`config.mk`:
```
export PLATFORM = sky130hd
export DESIGN_NAME = serial_mag_comparator
export DESIGN_NICKNAME = d
export VERILOG_FILES = /design/src/rtl/serial_mag_comparator.sv
export SDC_FILE = /design/constraint.sdc
export NUM_CORES = 1
export LEC_CHECK = 0
export BUFFER_PORTS_ARGS = -buffer_cell sky130_fd_sc_hd__buf_4
export CELL_PAD_IN_SITES_DETAIL_PLACEMENT = 1
export CELL_PAD_IN_SITES_GLOBAL_PLACEMENT = 1
export CORE_MARGIN = 5
export CORE_UTILIZATION = 40
export CTS_CLUSTER_DIAMETER = 120
export DETAILED_ROUTE_END_ITERATION = 8
export GPL_TIMING_DRIVEN = 0
export HOLD_SLACK_MARGIN = 0.08
export PLACE_DENSITY_LB_ADDON = 0.1
export SLEW_MARGIN = 20
export SYNTH_ARGS = -nofsm -noshare
export SYNTH_HDL_FRONTEND = slang
export SYNTH_SLANG_ARGS = --single-unit
```
`constraint.sdc`:
```
create_clock -name clk -period 2.95 [get_ports clk]
set_input_delay 0.59 -clock clk [delete_from_list [all_inputs] [get_ports clk]]
set_output_delay 0.59 -clock clk [all_outputs]
set_load 0.03 [all_outputs]
```
`src/rtl/serial_mag_comparator.sv`:
```
// serial_mag_comparator: bit-serial MSB-first unsigned magnitude compare with early exit
module serial_mag_comparator #(
    parameter int WIDTH = 8
) (
    input  logic             clk,
    input  logic             rst_n,
    input  logic             start,
    input  logic [WIDTH-1:0] a,
    input  logic [WIDTH-1:0] b,
    output logic             busy,
    output logic             done,
    output logic             greater,
    output logic             lesser,
    output logic             equal
);
    localparam int IW = WIDTH > 1 ? $clog2(WIDTH) : 1;
    typedef enum logic [1:0] {IDLE, COMPARE, DONE} state_t;
    state_t           state;
    logic [WIDTH-1:0] a_q, b_q;
    logic [IW-1:0]    idx;
    logic             abit, bbit;
    assign abit = a_q[idx];
    assign bbit = b_q[idx];
    always_ff @(posedge clk) begin
        if (!rst_n) begin
            state   <= IDLE;
            a_q     <= '0;
            b_q     <= '0;
            idx     <= '0;
            busy    <= 1'b0;
            done    <= 1'b0;
            greater <= 1'b0;
            lesser  <= 1'b0;
            equal   <= 1'b0;
        end else begin
            case (state)
                IDLE: if (start) begin
                    a_q     <= a;
                    b_q     <= b;
                    idx     <= IW'(WIDTH - 1);
                    greater <= 1'b0;
                    lesser  <= 1'b0;
                    equal   <= 1'b0;
                    busy    <= 1'b1;
                    state   <= COMPARE;
                end
                COMPARE: if (abit != bbit || idx == '0) begin
                    greater <= abit & ~bbit;
                    lesser  <= ~abit & bbit;
                    equal   <= abit == bbit;
                    busy    <= 1'b0;
                    done    <= 1'b1;
                    state   <= DONE;
                end else begin
                    idx <= idx - IW'(1);
                end
                DONE: begin
                    done  <= 1'b0;
                    state <= IDLE;
                end
                default: state <= IDLE;
            endcase
        end
    end
endmodule
```
==> results of run 1 <==
[placed cells by master, fill, tap and decap left out, drive strengths merged, types with 2 or more instances in the layout]
cell,netlist,layout
nand2,38,38
buf,6,28
dfxtp,26,26
a21boi,18,18
clkbuf,4,7
mux2i,5,5
inv,5,5
nand3,5,5
mux4,4,4
ha,4,4
nor3b,2,2
and3b,2,2
a211o,2,2
and3,2,2
[final cells by class]
class	count	area [µm²]
tap	44	55.05
buffer	10	66.31
timing repair buffer	22	165.2
sequential	26	520.5
multi-input combinational	93	655.6
clock buffer	3	22.52
inverter	5	18.77
fill	364	1524
[cells by family (layout without fill, tap and decap cells)]
logic type	after synthesis	after routing	share of synthesized area, %
muxes	9	9	11.11
DFF	26	26	41.27
and+or+nand+nor	55	55	20.24
buffers and inverters	15	40	6.745
adders and majority gates	4	4	3.968
AOI/OAI and AO/OA	25	25	16.67
[per-layer routing]
metal | track usage, % | routed length, µm | vias to the layer above
li1 | - | - | 503
met1 | 16.53 | 1178 | 479
met2 | 26.64 | 1352 | 18
met3 | 2.211 | 89 | 4
met4 | 4.569 | 34 | 0
met5 | 0 | 0 | -
[final timing paths]
| kind | cells after the start | slack (ns) | endpoint | from |
|---|---|---|---|---|
| worst max-delay path | 9 | 0.34 | idx[2] | idx[0] |
| worst min register to register | 2 | 0.46 | a_q[0] | a_q[0] |
| worst min-delay path | 2 | 0.46 | a_q[0] | a_q[0] |
| worst max register to register | 9 | 0.34 | idx[2] | idx[0] |
[registers in the layout, summed over array words and instances, names as in the netlist]
signal / flops
a_q: 8
b_q: 8
idx: 3
state: 2
busy: 1
done: 1
equal: 1
greater: 1
lesser: 1
[where the power goes]
group | switching [W] | internal, W
clock network | 0.0000948 | 0.0000477
registers | 0.0000253 | 0.000386
logic | 0.000128 | 0.000123
[stage by stage]
stage | util [%] | instances | hold slack (ns) | cell area (µm²)
after global placement | 48.93 | 200 | 0.4393 | 1481
after detailed placement | 48.93 | 200 | 0.4470 | 1481
after CTS | 49.67 | 203 | 0.4651 | 1504
after global routing | 49.67 | 203 | 0.4893 | 1504
final | 49.67 | 203 | 0.4603 | 1504
after floorplan | - | 134 | 0.4319 | 1261
[critical path: stages (launching register included)]
cell and delay, ns:
sky130_fd_sc_hd__dfxtp_1 0.33, sky130_fd_sc_hd__buf_2 0.21, sky130_fd_sc_hd__mux4_2 0.52, sky130_fd_sc_hd__mux2i_1 0.23, sky130_fd_sc_hd__inv_1 0.07, sky130_fd_sc_hd__ha_1 0.35, sky130_fd_sc_hd__and3b_1 0.22, sky130_fd_sc_hd__buf_6 0.13
sky130_fd_sc_hd__and3b_1 0.18, sky130_fd_sc_hd__o311a_1 0.28
==> results, run 1 <==
- The flow ran to the end, and the final reports show no timing, DRC or antenna violations.
- In this run the number of H-tree levels came out at 1.
- The worst slack after detailed placement is 0.3334 ns.
- From synthesis to final layout, the design area changed by 19.25%.
- The tool flagged a number of max-cap violations equal to 0.
- The port buffer count is 22.
- Data arrives at the worst endpoint at between 2 and 3 ns.
- The number of nets still failing antenna checks after routing is 0.
- Counting flops with an async set or reset pin after synthesis yields a share of 0%.
- The clock arrives with 0.001768 ns of skew.
- STA classifies the critical path startpoint as a flip-flop.
- By area the synthesized netlist is led by sky130_fd_sc_hd__dfxtp_1 41%, sky130_fd_sc_hd__nand2_1 11%, sky130_fd_sc_hd__mux4_2 7.1%, sky130_fd_sc_hd__a21boi_0 5.4%, sky130_fd_sc_hd__a21boi_1 5.4%.
- The routed wirelength normalized by instance count is about 13 µm.
- The most common cell in the synthesized netlist is sky130_fd_sc_hd__nand2_1.
- Counting along the longest clock path gives a buffer depth of 2.
- Global routing used 14.34% of the available tracks across all layers.
- In this run, synthesis inferred 0 flip-flops with an integrated enable.
- Clock latency on the worst-skew pair, taken at its later pin, is 0.31 ns.
- The net total in the final layout is 184.
- The leakage power is 0.6425 nW.
- Setup violations remaining at the end of the flow were counted as 0.
- The worst path meets setup with 0.3400 ns of slack.
- The die extent in x is 66.15 µm.
- The mean cell area of the mapped netlist is roughly 9.4 µm².
- The worst setup path is captured at a flip-flop.
- The critical path in this run is classified as reg -> reg.
- The final total power is roughly 0.00080 W.
- The TritonCTS clock tree is built.
- 24 I/O pins were placed.
- The overall die height is about 66 µm.
- Clock tree synthesis inserted a total of 3 buffers.
- The global-route wire length before repair is 4885 µm.
- The number of cells upsized or downsized after cts is 0.
- Counting flops and latches in the post-synthesis netlist gives 26.
- The number of distinct library cells after synthesis is 29.
- Among all flip-flop cells after synthesis, the most frequent one is sky130_fd_sc_hd__dfxtp_1.
- The total count of hold-check failures in the final report is 0.
- Detailed routing inserted a total of 1,004 vias.
- In this run the cell area of the synthesized design comes to ~1300 µm².
- The number of global-route vias before repair came to between 1,000 and 1,500.
- The initial antenna violation count is 0.
- The worst path in the final design needs a cycle of ~2.6 ns, including I/O delays and setup.
- Synthesis produced a netlist with a net count of 157.
- Summed over all instances, the cell type with the most area after synthesis is sky130_fd_sc_hd__dfxtp_1.
- After global routing the overflow that remains totals 0.
- The detailed placer's ending HPWL is 2114 µm.
- The headroom to the max-slew limit is 70.06%.
- The antenna diode instance count is 0.
- The synthesized design devotes to its leading area cell type 41.27% of total area.
- In the finished design, the share of the clock period the worst path needs comes to between 80% and 90%.
- For the pin with the worst max-slew slack, the measured transition is 0.4492 ns.
- The first-pass iteration count of the detailed router is 3.
- After clock tree synthesis, the clock-pin slew on the worst setup and hold paths is 0.13 ns.
- VDD sags by at most 0.1917 mV.
- The routed wire length is 2653 µm.
- Entering global routing, the biggest net connects 14 pins.
- The number of pins with negative max-slew slack in the final report came to 0.
- Setup repair after global routing left no endpoint under its margin.
- Synthesis produced 134 cells.
- The total die area is 4376 µm².
- The number of hold buffers added after CTS was 0.
- The post-detailed-route via-to-cell ratio is just under 5.
- The path class of the lowest-slack min-delay path is reg -> reg.
- Sequential elements use 41.27% of the synthesized area.
- The cell row count is 20.
- Clock tree synthesis found a total of 26 sinks.
- In the final layout, the share of cells above drive strength 1 is 25.79%.
- For this block, the initial DRC count from the detailed router was 9.
- The final RePlAce weighted congestion is approximately 0.7.
- STA puts the critical path data required time at 3.16 ns.
- The region available for standard cell placement spans 3028 µm².
- Counting instances in the post-synthesis netlist gives the leading cell types as 38 x sky130_fd_sc_hd__nand2_1, 26 x sky130_fd_sc_hd__dfxtp_1, 9 x sky130_fd_sc_hd__a21boi_0, 9 x sky130_fd_sc_hd__a21boi_1.
- The buffers inserted during post-CTS setup optimization is 0.
- For this configuration, the core starts out at a cell density of 41.65%.
- Derived from the worst setup path, the maximum achievable clock frequency is 0.3831 GHz.
- The critical-path maximum fanout is 7.
- For the final routed database, the setup TNS stands at 0 ns.
- For this design the ratio of total power to cell area is around 530 nW/µm².
- The residual DRC count is 0.
- For this run, the number of Yosys warnings is 0.
- The root buffer selected by CTS is sky130_fd_sc_hd__clkbuf_4.
Power figures use the tool's default switching activity.
==> run 2, diff against run 1 <==
- CELL_PAD_IN_SITES_DETAIL_PLACEMENT: 1 -> 0
- CORE_MARGIN: 5 -> 4
==> results, run 2 (same netlist as run 1, synthesis figures left out) <==
- The library cell used most frequently in the layout, excluding fill and tap cells, is sky130_fd_sc_hd__nand2_1.
- The worst supply voltage drop on vdd is 0.2235 mV (+17%).
- The worst-case hold path end point is a_q[0].
- The proportion of power drawn by flip-flops and latches was 51.7% (+0.6 points).
- The number of buffers inserted for hold repair after clock tree synthesis is 0 (unchanged).
- The headroom to the max-slew limit is 71.77% (+1.7 points).
- The global-route track usage on met1 is 15.22% (-1.3 points).
- The minimum clock period is 2.602 ns (-0.008376 ns).
- The number of pins with negative max-slew slack in the final report is 0 (unchanged).
- The part of the total power dissipated in combinational logic is 30.8% (-0.3 points).
- The TritonCTS clock tree is built.
- The max-cap violation count is 0 (unchanged).
- The data required time of the worst path is 3.16 ns (about the same).
- The worst register-to-register path begins at idx[0].
- The antenna diode instance count is 0 (unchanged).
- The total via count after detailed routing is 973 (-3.1%).
- The element type at the critical path start is a flip-flop.
- The cell sitting at the root of the clock tree is a sky130_fd_sc_hd__clkbuf_4.
- The global-route wire length before repair is 4222 µm (-14%).
- The total internal power was 0.0005560 W (-0.11%).
- The cell row count is 20 (unchanged).
- The aggregate global-route resource usage is 12.78% (-1.6 points).
- The number of sinks driven by the clock tree was 26 (unchanged).
- The first-pass iteration count of the detailed router is 4 (+1).
- The final critical-path share of the clock period is 88.19% (-0.28 points).
- The maximum level of the CTS H-tree is 1 (unchanged).
- The top achievable clock speed is 0.3844 GHz (+0.32%).
- The data arrival time of the worst path was 2.81 ns (about the same).
- The largest registers in the layout are a_q: 8 flops, b_q: 8 flops, idx: 3 flops.
- The highest-utilization routing layer at the global route stage is met2.
- The run finished with clean final reports.
- The routed wirelength normalized by instance count is 11.50 µm (-12%).
- The leftover overflow at the end of global routing is 0 (unchanged).
- The final total power came to 0.0007948 W (-1.2%).
- The port buffer count is 22 (unchanged).
- The switching component of the power was 0.0002388 W (-3.6%).
- The final instance count without filler cells came to 203 (unchanged).
- The initial antenna violation count is 0 (unchanged).
- The global-route track usage on met2 is 22.84% (-3.8 points).
- Setup repair after global routing left no endpoint under its margin.
- The actual slew at the worst max-slew pin was 0.4235 ns (-0.02568 ns).
- The fraction of final layout cells with drive strength greater than 1 is 25.79% (unchanged).
- The smallest setup slack after layout is 0.3484 ns (+0.008376 ns).
- The final total negative setup slack is 0 ns (unchanged).
- The final count of negative-setup-slack endpoints is 0 (unchanged).
- The maximum clock skew at final layout came to 0.005726 ns (+0.003959 ns).
- The worst slack after detailed placement is 0.3439 ns (+0.01044 ns).
- The buffers inserted during post-CTS setup optimization is 0 (unchanged).
- The clock buffer count from CTS came to 3 (unchanged).
- The routed wire length was 2334 µm (-12%).
- The power per cell area was 528.5 nW/µm² (-1.2%).
- The number of nets still failing antenna checks after routing is 0 (unchanged).
- The cell total after placement was 200 (unchanged).
- The clock slew at the register clock pins of the worst setup and hold paths is 0.13 ns (about the same).
- The worst setup path is of the reg -> reg kind.
- The met3 demand-to-capacity share in global routing is 2.636% (+0.43 points).
- The reg-to-reg setup timing slack is 0.35 ns (about the same).
- The total count of hold-check failures in the final report is 0 (unchanged).
- The power share of the clock group is 17.5% (-0.2 points).
- The clock insertion delay at the later pin of the skew report was 0.30 ns (about the same).
- The library cells used most frequently in the layout, excluding fill and tap cells, are 38 x sky130_fd_sc_hd__nand2_1, 26 x sky130_fd_sc_hd__dfxtp_1, 25 x sky130_fd_sc_hd__buf_4.
- The area added between synthesis and finish was 19.25% (unchanged).
- The origin of the worst setup path is idx[0].
- The area of the core is 3028 µm² (unchanged).
- The hold path startpoint is a_q[0].
- The number of cells upsized or downsized after cts is 0 (unchanged).
- The leakage power was 0.6425 nW (unchanged).
- The overall die height is 64.15 µm (-3.0%).
- The post-detailed-route via-to-cell ratio is 4.793 (-3.1%).
- The worst register-to-register path ends at idx[2].
- The final RePlAce weighted congestion is 0.7144 (+1.6%).
- The top-level port count is 24 (unchanged).
- The starting density of the core is 41.65% (unchanged).
- The length in cells of the worst reg-to-reg path is 9 (unchanged).
- The number of DRC markers after the initial detailed-route iteration is 26 (+17).
- The detailed placer's ending HPWL is 1831 µm (-13%).
- The pin count of the biggest net entering global routing came to 14 (unchanged).
- The residual DRC count is 0 (unchanged).
- The switching part of the total is 30.05% (-0.76 points).
- The die extent in x was 64.15 µm (-3.0%).
- The path class of the lowest-slack min-delay path is reg -> reg.
- The hold-critical path depth is 2 (unchanged).
- The critical-path maximum fanout is 7 (unchanged).
- The net total in the final layout is 184 (unchanged).
- The worst setup path is captured at a flip-flop.
- The number of buffers on the longest clock path was 2 (unchanged).
- The total die area was 4115 µm² (-6.0%).
- The number of global-route vias before repair is 999 (-12%).
==> run 2: final cells by class <==
class | instances | area, µm²
Buffer | 10 | 66.31
Tap cell | 44 | 55.05
Multi-Input combinational cell | 93 | 655.6
Sequential cell | 26 | 520.5
Inverter | 5 | 18.77
Timing Repair Buffer | 22 | 165.2
Clock buffer | 3 | 22.52
Fill cell | 299 | 1524
==> run 2: worst max path at each step <==
stage / endpoint / depth (start not counted)
floorplan: idx[2] / 9
global placement: idx[2] / 9
detailed placement: idx[2] / 9
CTS: idx[2] / 9
global route: idx[2] / 9
finish: idx[2] / 9
==> run 2: critical path, stage by stage, from the launching register on <==
cell and delay (ns):
sky130_fd_sc_hd__dfxtp_1 0.32, sky130_fd_sc_hd__buf_2 0.21, sky130_fd_sc_hd__mux4_2 0.52, sky130_fd_sc_hd__mux2i_1 0.23
sky130_fd_sc_hd__inv_1 0.07, sky130_fd_sc_hd__ha_1 0.35, sky130_fd_sc_hd__and3b_1 0.22, sky130_fd_sc_hd__buf_6 0.13
sky130_fd_sc_hd__and3b_1 0.17, sky130_fd_sc_hd__o311a_1 0.28
==> run 2: power groups by stage <==
stage	Clock (W)	Combinational, W	Sequential (W)
2_1_floorplan	0	0.000174	0.000426
3_3_place_gp	0	0.000243	0.000419
3_5_place_dp	0	0.000248	0.000420
4_1_cts	0.000148	0.000249	0.000412
5_1_grt	0.000166	0.000272	0.000417
6_report	0.000139	0.000245	0.000411
==> run 2: routing by layer <==
metal / up-vias / wire length (µm)
met5: - / 0
met4: 0 / 18
met3: 2 / 76
met2: 13 / 1128
met1: 453 / 1111
li1: 505 / -
==> run 2: per-stage QoR <==
step	hold WS, ns	utilization [%]	cell area [µm²]
finish	0.4585	49.67	1504
global route	0.4803	49.67	1504
CTS	0.4631	49.67	1504
detailed placement	0.4452	48.93	1481
global placement	0.4393	48.93	1481
floorplan	0.4319	-	1261
==> run 3, diff against run 2 <==
- ABC_AREA: unset -> 1
- ABC_CLOCK_PERIOD_IN_PS: unset -> 2950
- CORE_UTILIZATION: 40 -> 39
==> results, run 3 <==
- The flow ran to the end, and the final reports show no timing, DRC or antenna violations.
- The top cell types in the final layout, fill and taps aside, are 26 x sky130_fd_sc_hd__a21oi_1, 26 x sky130_fd_sc_hd__dfxtp_1, 23 x sky130_fd_sc_hd__buf_4.
- In the synthesized netlist the dominant register cell turns out to be sky130_fd_sc_hd__dfxtp_1.
- The net total in the final layout is 214 (+16%).
- The largest stage delay on the critical path came to 0.34 ns (-0.18 ns).
- The share of flip-flops with an asynchronous set or reset came to 0% (unchanged).
- The initial antenna violation count is 0 (unchanged).
- The global-route track usage on met1 is 17.70% (+2.5 points).
- The top-level port count is 24 (unchanged).
- The final RePlAce weighted congestion is 0.7897 (+11%).
- The number of sinks driven by the clock tree is 26 (unchanged).
- The startpoint identified for the worst hold timing path is b_q[5].
- The number of nets still failing antenna checks after routing came to 0 (unchanged).
- The fraction of final layout cells with drive strength greater than 1 is 22.63% (-3.2 points).
- The final critical-path share of the clock period is 66.79% (-21 points).
- The detailed placer's ending HPWL was 2165 µm (+18%).
- By count the netlist is led by 26 x sky130_fd_sc_hd__a21oi_1, 26 x sky130_fd_sc_hd__dfxtp_1, 22 x sky130_fd_sc_hd__nand2_1, 17 x sky130_fd_sc_hd__inv_1, 17 x sky130_fd_sc_hd__o21ai_0.
- The buffers inserted during post-CTS setup optimization is 0 (unchanged).
- The number of synthesized flops with an enable pin is 0 (unchanged).
- The leakage power is 0.6659 nW (+3.6%).
- The port buffer count is 22 (unchanged).
- The class of the most critical setup path is reg -> reg.
- The dominant cell type by area after synthesis is sky130_fd_sc_hd__dfxtp_1.
- The final total negative setup slack is 0 ns (unchanged).
- The area added between synthesis and finish is 20.44%.
- The global-route wire length before repair was 4926 µm (+17%).
- The mean cell area of the mapped netlist was 7.652 µm² (-19%).
- The gate count of the mapped netlist was 164 (+22%).
- The most frequent cell on the critical path is sky130_fd_sc_hd__nand3_1.
- The number of DRC markers after the initial detailed-route iteration was 32 (+23%).
- The clock buffer count from CTS was 3 (unchanged).
- The headroom to the max-slew limit came to 73.32% (+1.6 points).
- The max-cap violation count is 0 (unchanged).
- Setup repair after global routing left no endpoint under its margin.
- The total die area is 4189 µm² (+1.8%).
- The worst slack on hold paths is 0.4645 ns (+0.006011 ns).
- The minimum clock period is 1.970 ns (-0.6315 ns).
- The number of global-route vias before repair is 1,194 (+20%).
- The synthesized flop and latch total is 26 (unchanged).
- The worst register-to-register path begins at idx[0].
- The met3 demand-to-capacity share in global routing is 3.986% (+1.3 points).
- The maximum level of the CTS H-tree came to 1 (unchanged).
- The total count of hold-check failures in the final report is 0 (unchanged).
- The area of the core is 3078 µm² (+1.7%).
- The global routing stage identified its most utilized layer as met2.
- The number of buffers inserted for hold repair after clock tree synthesis is 0 (unchanged).
- The final count of negative-setup-slack endpoints is 0 (unchanged).
- The starting density of the core came to 40.77% (-0.88 points).
- The top-area cell type share of the netlist area came to 41.48% (+0.21 points).
- The total via count after detailed routing is 1,113 (+14%).
- The worst path buffer plus inverter count came to 2 (-1).
- The synthesis warning total is 0 (unchanged).
- The die extent in x is 64.73 µm (+0.90%).
- The data arrival time of the worst path is 2.21 ns (-0.60 ns).
- The top cell family by delay on the critical path is simple AND/OR/NAND/NOR gates.
- The aggregate global-route resource usage was 14.81% (+2.0 points).
- The data required time of the worst path is 3.19 ns (+0.03 ns).
- The worst supply voltage drop on vdd was 0.3409 mV (+53%).
- The routed wirelength normalized by instance count is 11.68 µm (+1.6%).
- The leftover overflow at the end of global routing is 0 (unchanged).
- The residual DRC count is 0 (unchanged).
- The number of buffers on the longest clock path is 2 (unchanged).
- Traced cell by cell, the critical path runs through buf_6 -> buf_6 -> o21ai_0 -> nand3_1 -> and2_1 -> ha_1 -> nand3_1 -> nand2_2 -> nand3_1 -> nand2_1 -> nor2_1.
- The critical-path maximum fanout was 10 (+3).
- The maximum clock skew at final layout is 0.009305 ns (+0.003579 ns).
- The cell row count is 20 (unchanged).
- The routed wire length is 2734 µm (+17%).
- The final total power is 0.001026 W (+29%).
- The overall die height came to 64.73 µm (+0.90%).
- The largest registers in the layout are a_q: 8 flops, b_q: 8 flops, idx: 3 flops.
- The tree is rooted in a sky130_fd_sc_hd__clkbuf_4.
- The most critical setup path has its startpoint at idx[0].
- The number of pins with negative max-slew slack in the final report is 0 (unchanged).
- The antenna diode instance count was 0 (unchanged).
- The worst-case hold path end point is b_q[5].
- The clock insertion delay at the later pin of the skew report came to 0.32 ns (+0.02 ns).
- The number of nets in the synthesized netlist is 187 (+19%).
- The cell area after synthesis is 1255 µm² (-0.50%).
- The reg-to-reg setup timing slack is 0.98 ns (+0.63 ns).
- The pin count of the biggest net entering global routing was 15 (+1).
- The kind of end point of the critical path is a flip-flop.
- The path class of the tightest hold or removal check is reg -> reg.
- The number of distinct library cells after synthesis was 20 (-31%).
- The power per cell area is 678.6 nW/µm² (+28%).
- The actual slew at the worst max-slew pin was 0.4001 ns (-0.02334 ns).
- The endpoint identified for the worst register-to-register timing path is idx[2].
- The top achievable clock speed was 0.5076 GHz (+32%).
- The global-route track usage on met2 came to 24.90% (+2.1 points).
- The sequential-to-total area share from yosys stat was 41.48% (+0.21 points).
- The length in cells of the worst reg-to-reg path is 11 (+2).
- The number of cells upsized or downsized after cts is 0 (unchanged).
- The post-detailed-route via-to-cell ratio was 4.756 (-0.77%).
- The hold-critical path depth came to 2 (unchanged).
- The first-pass iteration count of the detailed router was 4 (unchanged).
- The worst-path cell with the longest stage delay is sky130_fd_sc_hd__dfxtp_1.
- The clock slew at the register clock pins of the worst setup and hold paths was 0.15 ns (+0.02 ns).
- TritonCTS built the clock tree.
- Sorting the synthesized cells by area gives the leading types as sky130_fd_sc_hd__dfxtp_1 41%, sky130_fd_sc_hd__a21oi_1 10%, sky130_fd_sc_hd__o21ai_0 6.8%, sky130_fd_sc_hd__nand2_1 6.6%, sky130_fd_sc_hd__nand3_1 6.4%.
- The final core area utilization was 49.11% (-0.56 points).
- The worst setup path is launched from a flip-flop.
[run 3: cell types whose count changed in the layout (fill, tap and decap cells not counted), sizes merged, moves of 4 or more]
| cell | change |
|---|---|
| inv | +13 |
| nand3 | +11 |
| mux2i | -5 |
| nand2 | -10 |
| o211ai | +5 |
| o21ai | +16 |
| a21oi | +26 |
| nor2 | +11 |
| mux4 | -4 |
| a21boi | -18 |
[run 3: area by class of cell]
cell class	instances	area, µm²
fill	321	1567
multi-input combinational	111	589.3
sequential	26	520.5
timing repair buffer	22	165.2
buffer	9	77.57
inverter	18	67.56
tap	44	55.05
clock buffer	4	36.28
[run 3: kinds of logic (layout without fill, tap and decap cells)]
| family | count (synthesis) | in the layout | synth area share [%] |
|---|---|---|---|
| adders and majority gates | 4 | 4 | 3.988 |
| buffers and inverters | 27 | 53 | 11.56 |
| xor gates and xnor gates | 1 | 1 | 0.6980 |
| DFF | 26 | 26 | 41.48 |
| AOI/OAI and AO/OA | 48 | 48 | 20.14 |
| and+or+nand+nor | 58 | 58 | 22.13 |
[run 3: worst max-delay path by stage]
stage,cells past startpoint,to
after global placement,11,idx[2]
final,11,idx[2]
after global routing,11,idx[2]
after CTS,11,idx[2]
after detailed placement,11,idx[2]
after floorplan,11,greater
[run 3: worst min-delay path: cells and delay by family, from the launching register on]
kind                   cells  cell delay, ns
AOI/OAI and AO/OA          1            0.05
buffers and inverters      1            0.06
DFF                        1            0.32
[run 3: power by group]
part / switching [W] / internal (W)
logic: 0.000240 / 0.000170
clock network: 0.000108 / 0.0000755
registers: 0.0000284 / 0.000404
total: 0.000376 / 0.000649
[run 3: through the flow]
step	instance area [µm²]	setup slack [ns]	instances
2_1_floorplan	1255	1.229	164
3_3_place_gp	1475	1.025	230
3_5_place_dp	1475	0.9710	230
4_1_cts	1511	0.9464	234
5_1_grt	1511	0.7332	234
6_report	1511	0.9798	234
[run 3: layer usage]
layer / wire length [µm] / vias up
met5: 0 / -
met4: 39 / 0
met3: 134 / 6
met2: 1264 / 21
met1: 1297 / 497
li1: - / 589
